### src/rtl/bnn_output_layer.sv
// rtl/bnn_output_layer.sv - binarized output layer: XNOR-popcount per neuron, threshold and argmax
module bnn_output_layer #(
  parameter int IN_W    = 8,
  parameter int NUM_OUT = 4,
  parameter int THRESH  = 6
) (
  input  logic               clk,
  input  logic               reset,
  input  logic               in_valid,
  output logic               in_ready,
  input  logic [IN_W-1:0]    in_vec,
  input  logic               wload_en,
  input  logic [3:0]         wload_nib,
  output logic               out_valid,
  input  logic               out_ready,
  output logic [NUM_OUT-1:0] out_act,
  output logic [1:0]         out_class,
  output logic [3:0]         out_score,
  output logic               busy
);

  localparam int IDX_W = (NUM_OUT > 1) ? $clog2(NUM_OUT) : 1;

  typedef enum logic [1:0] {IDLE, COMPUTE, DONE} state_t;

  state_t            state, state_next;
  logic [IN_W-1:0]   w [NUM_OUT];
  logic [IN_W-1:0]   vec;
  logic [IN_W-1:0]   match;
  logic [IDX_W-1:0]  idx;
  logic [IDX_W-1:0]  wptr;
  logic              nib_tog;
  logic [3:0]        nib_lo;
  logic [3:0]        score;
  logic              last_idx;

  function automatic logic [IN_W-1:0] default_weight(input int k);
    case (k)
      0:       return IN_W'(8'hF9);
      1:       return IN_W'(8'h62);
      2:       return IN_W'(8'hF7);
      3:       return IN_W'(8'h0F);
      default: return '0;
    endcase
  endfunction

  // XNOR-popcount of the captured vector against the neuron selected by idx
  always_comb begin
    match = ~(vec ^ w[idx]);
    score = '0;
    for (int i = 0; i < IN_W; i++) begin
      score = score + 4'(match[i]);
    end
  end

  assign last_idx = (idx == IDX_W'(NUM_OUT - 1));

  always_ff @(posedge clk) begin
    if (reset) begin
      state <= IDLE;
    end else begin
      state <= state_next;
    end
  end

  always_comb begin
    state_next = state;
    in_ready   = 1'b0;
    out_valid  = 1'b0;
    busy       = (state != IDLE);
    case (state)
      IDLE: begin
        in_ready = ~wload_en;
        if (in_valid && !wload_en) state_next = COMPUTE;
      end
      COMPUTE: begin
        if (last_idx) state_next = DONE;
      end
      DONE: begin
        out_valid = 1'b1;
        if (out_ready) state_next = IDLE;
      end
      default: state_next = IDLE;
    endcase
  end

  // out_class/out_score double as the running argmax while computing
  always_ff @(posedge clk) begin
    if (reset) begin
      out_act   <= '0;
      out_class <= '0;
      out_score <= '0;
      idx       <= '0;
      wptr      <= '0;
      nib_tog   <= 1'b0;
      nib_lo    <= '0;
      vec       <= '0;
      for (int k = 0; k < NUM_OUT; k++) begin
        w[k] <= default_weight(k);
      end
    end else begin
      case (state)
        IDLE: begin
          if (wload_en) begin
            if (!nib_tog) begin
              nib_lo  <= wload_nib;
              nib_tog <= 1'b1;
            end else begin
              w[wptr] <= IN_W'({wload_nib, nib_lo});
              wptr    <= (wptr == IDX_W'(NUM_OUT - 1)) ? '0 : wptr + 1'b1;
              nib_tog <= 1'b0;
            end
          end else if (in_valid) begin
            vec       <= in_vec;
            idx       <= '0;
            out_act   <= '0;
            out_class <= '0;
            out_score <= '0;
          end
        end
        COMPUTE: begin
          out_act[idx] <= (score >= 4'(THRESH));
          // strict compare keeps the lower index on ties
          if (idx == '0 || score > out_score) begin
            out_class <= 2'(idx);
            out_score <= score;
          end
          idx <= last_idx ? '0 : idx + 1'b1;
        end
        default: ;
      endcase
    end
  end

endmodule

### config.mk
export PLATFORM = sky130hd
export DESIGN_NAME = bnn_output_layer
export DESIGN_NICKNAME = d
export VERILOG_FILES = /design/src/rtl/bnn_output_layer.sv
export SDC_FILE = /design/constraint.sdc
export NUM_CORES = 1
export LEC_CHECK = 0
export CAP_MARGIN = 20
export CORE_ASPECT_RATIO = 1.1
export CORE_MARGIN = 5
export CORE_UTILIZATION = 25
export CTS_CLUSTER_DIAMETER = 30
export DETAILED_ROUTE_END_ITERATION = 12
export PLACE_DENSITY = 0.52
export SYNTH_ARGS = -nofsm -noshare
export SYNTH_HDL_FRONTEND = slang
export SYNTH_SLANG_ARGS = --single-unit
### constraint.sdc
create_clock -name clk -period 7.1 [get_ports clk]
set_input_delay 1.42 -clock clk [delete_from_list [all_inputs] [get_ports clk]]
set_output_delay 1.42 -clock clk [all_outputs]
set_load 0.005 [all_outputs]
==> impl_metrics.csv <==
group,metric,value,unit
layout,nNetsFinal,320,
synth,synth_area_leaders,"edfxtp_1 (32%), dfxtp_1 (21%), mux4_2 (6.0%)",
timing,max_freq,0.1885,GHz
routing,drtIter0Drc,110,
clock_network,ctsHoldBuffers,0,
power,power,1.061,mW
synth,syn_inst,253,
placed_design,port_buffers,29,
placed_design,gp_congestion,0.7383,
floorplan,rows,42,
timing,tightest_slew,703.5,ps
hold_path,hold_end,"vec[5]$_SDFFE_PP0P_",
timing,fin_skew,4.484,ps
clock_network,post-cts-setup-buffer-count,0,
placed_design,dp_hpwl,4735,microns
critical_path,crit_fanout,8,
routing,wl_per_cell,13.79,microns
power,peakVddDrop,0.1169,mV
floorplan,ios,30,
floorplan,dieWidth,114.5,microns
hold_path,hold_depth,2,
timing,finalSetupViolations,0,
critical_path,arrival,5580,ps
global_route,grt_most_used_layer,"met2",
routing,vias_per_cell,4.356,
clock_network,clock_sinks,63,
global_route,grt_use_met1,0.1113,
hold_path,hold_class,"register to register",
global_route,grt_pass1_vias,2002,
routing,num_vias,1947,
synth,async_flop_share,0,
layout,antenna_cells,0,
critical_path,timing_worst_setup_path_type,"register to register",
synth,synth_flop_cell,"edfxtp_1",
power,power_density,281.5,mW/mm^2
critical_path,path_delay_family,"adder cells",
timing,slew_violations,0,
critical_path,cp_slowest_cell,"dfxtp_1",
synth,yosys.area.top_type,"edfxtp_1",
clock_network,postCtsResizedCells,0,
critical_path,worst-path-buf-inv,2,
synth,synth_area,0.003000,sq mm
critical_path,critical_path_required,7370,ps
clock_network,clk_latency,330,ps
timing,layout_min_cycle_time,5305,ps
synth,ys_types,41,
layout,drive_gt1_frac,0.1399,
hold_path,min_from,"vec[5]$_SDFFE_PP0P_",
global_route,grt_pass1_wl,10340,microns
routing,drc_errors,0,
critical_path,r2r-end,"out_score[0]$_SDFFE_PP0P_",
critical_path,worstSetupEndpointType,"register",
critical_path,r2r_setup_slack,1790,ps
critical_path,slowest_delay,620,ps
synth,ys_seq_area_frac,0.5271,
global_route,gr-total-overflow,0,
clock_network,clkSlewWorstSetupHoldPaths,50,ps
global_route,grt_max_degree,34,
clock_network,ctsLongestPathBuffers,2,
layout,syn_to_final_growth,25.56,%
synth,synth_top_area_share,0.3203,
timing,fin_setup_tns,0,ps
clock_network,h-tree-depth,3,
global_route,grt_use_met3,0.02624,
routing,dr.pass1.iters,4,
clock_network,cts_tree,"done",
floorplan,coreArea,0.01188,sq mm
synth,yosysWarningCount,0,
routing,ant_nets,0,
floorplan,die_h,124.9,microns
clock_network,clock-root-buffer,"clkbuf_16",
timing,slew_headroom,0.5293,
critical_path,rr_worst_depth,16,
synth,syn_nets,285,
synth,synth_seq_cells,63,
timing,fin_crit_sh,0.7472,
synth,syn_avg_cell_area,11.86,sq um
synth,synth_edf_count,32,
outcome,status,"complete, no violations",
timing,hold_viol,0,
floorplan,initial_core_util,0.2526,
global_route,gr-usage-met2,0.1497,
critical_path,cp-start-kind,"register",
power,leakage,1.272,nW
clock_network,cts_made_buffers,9,
global_route,grt_antenna_before_repair,0,
critical_path,critical_path.cell_chain,"mux4_2, xnor2_1, fa_1, inv_1, fa_1, inv_1, fa_1, ha_1, fa_1, xor2_1, ha_1, and3b_1, o21ai_2, maj3_2, a211oi_4, a22o_2",
critical_path,critical_path.most_common_cell,"fa_1",
global_route,grt.total_usage,0.09288,
floorplan,dieArea,0.01430,sq mm
routing,wl,6164,microns
run,maxCapViolCount,0,
timing,rsz0062_at_grt,"no",
-- flip-flops by register name, indices dropped and copies added, names as in the netlist, named ones only --
name / count
idx: 2
wptr: 2
out_class: 2
out_score: 4
vec: 8
state: 2
out_act: 4
w: 32
nib_lo: 4
nib_tog: 1
-- cell families after synthesis --
family,Yosys count,synth area share
AO/OA/AOI/OAI,47,0.1055
multiplexers,9,0.06339
buffers and inverters,19,0.02752
flip-flops,63,0.5271
AND/OR/NAND/NOR,90,0.1739
adder cells (fa/ha/maj),16,0.07631
XOR/XNOR,9,0.02627
-- power breakdown --
part           internal, mW  switching, mW
clock network         0.305          0.149
logic                0.0952          0.104
registers             0.395         0.0116
total                 0.795          0.265
-- final cells by class --
type	count	area, sq um
clock buffer	11	232.7
clock inverter	5	73.82
fill	1217	8109
inverter	12	45.04
multi-input combinational	171	1336
sequential	63	1582
tap	154	192.7
timing repair buffer	31	305.3
-- worst reg2reg max path, stage by stage (launching register included) --
cell      delay (ps)
dfxtp_1          620
mux4_2           580
xnor2_1          160
fa_1             530
inv_1             50
fa_1             530
inv_1             50
fa_1             470
ha_1             240
fa_1             400
xor2_1           180
ha_1             330
and3b_1          180
o21ai_2           80
maj3_2           330
a211oi_4         320
a22o_2           200
-- how the worst max path moves through the flow --
stage	from	endpoint	slack (ps)	cells past startpoint
floorplan	register	out_class[0]$_SDFFE_PP0P_	2070	17
global placement	register	out_score[0]$_SDFFE_PP0P_	1820	16
detailed placement	register	out_score[0]$_SDFFE_PP0P_	1750	16
CTS	register	out_score[0]$_SDFFE_PP0P_	1740	16
global route	register	out_class[0]$_SDFFE_PP0P_	1470	16
finish	register	out_score[0]$_SDFFE_PP0P_	1790	16
-- cells in the mapped netlist (4+ instances only) --
master / count
inv_1: 12
fa_1: 4
nand2_1: 26
xnor2_1: 6
ha_1: 11
and2_1: 12
o21ai_0: 7
or3_1: 5
mux4_2: 8
edfxtp_1: 32
dfxtp_1: 31
a21oi_1: 21
nand2b_1: 18
nor2_1: 12
a22o_2: 5
-- metal layers --
metal | vias to the layer above | share of wire
li1 | 972 | -
met1 | 930 | 0.43
met2 | 34 | 0.50
met3 | 11 | 0.039
met4 | 0 | 0.025
met5 | - | 0
-- metrics by stage --
| step | hold slack (ps) | instance area [sq um] | util | worst slack [ps] | instances |
|---|---|---|---|---|---|
| finish | 465.7 | 3767 | 0.3172 | 1795 | 447 |
| global route | 489.0 | 3767 | 0.3172 | 1472 | 447 |
| CTS | 469.4 | 3767 | 0.3172 | 1741 | 447 |
| detailed placement | 462.2 | 3461 | 0.2914 | 1752 | 431 |
| global placement | 463.0 | 3453 | 0.2908 | 1821 | 430 |
| floorplan | 448.1 | 3000 | - | 2072 | 253 |
-- placed cells by master, fill, tap and decap left out, types with 3 or more instances in the layout --
master / n
a22o_2: 5
clkbuf_16: 9
a311oi_1: 3
nor2_1: 12
and2_1: 12
xor2_1: 3
nand2b_1: 18
a21oi_1: 21
clkdlybuf4s50_1: 29
fa_1: 4
or2_2: 3
or3_1: 5
o21ai_0: 7
mux4_2: 8
nand2_1: 26
inv_1: 12
dfxtp_1: 31
ha_1: 11
edfxtp_1: 32
xnor2_1: 6
Note: power is estimated with default switching activity, not from simulation.
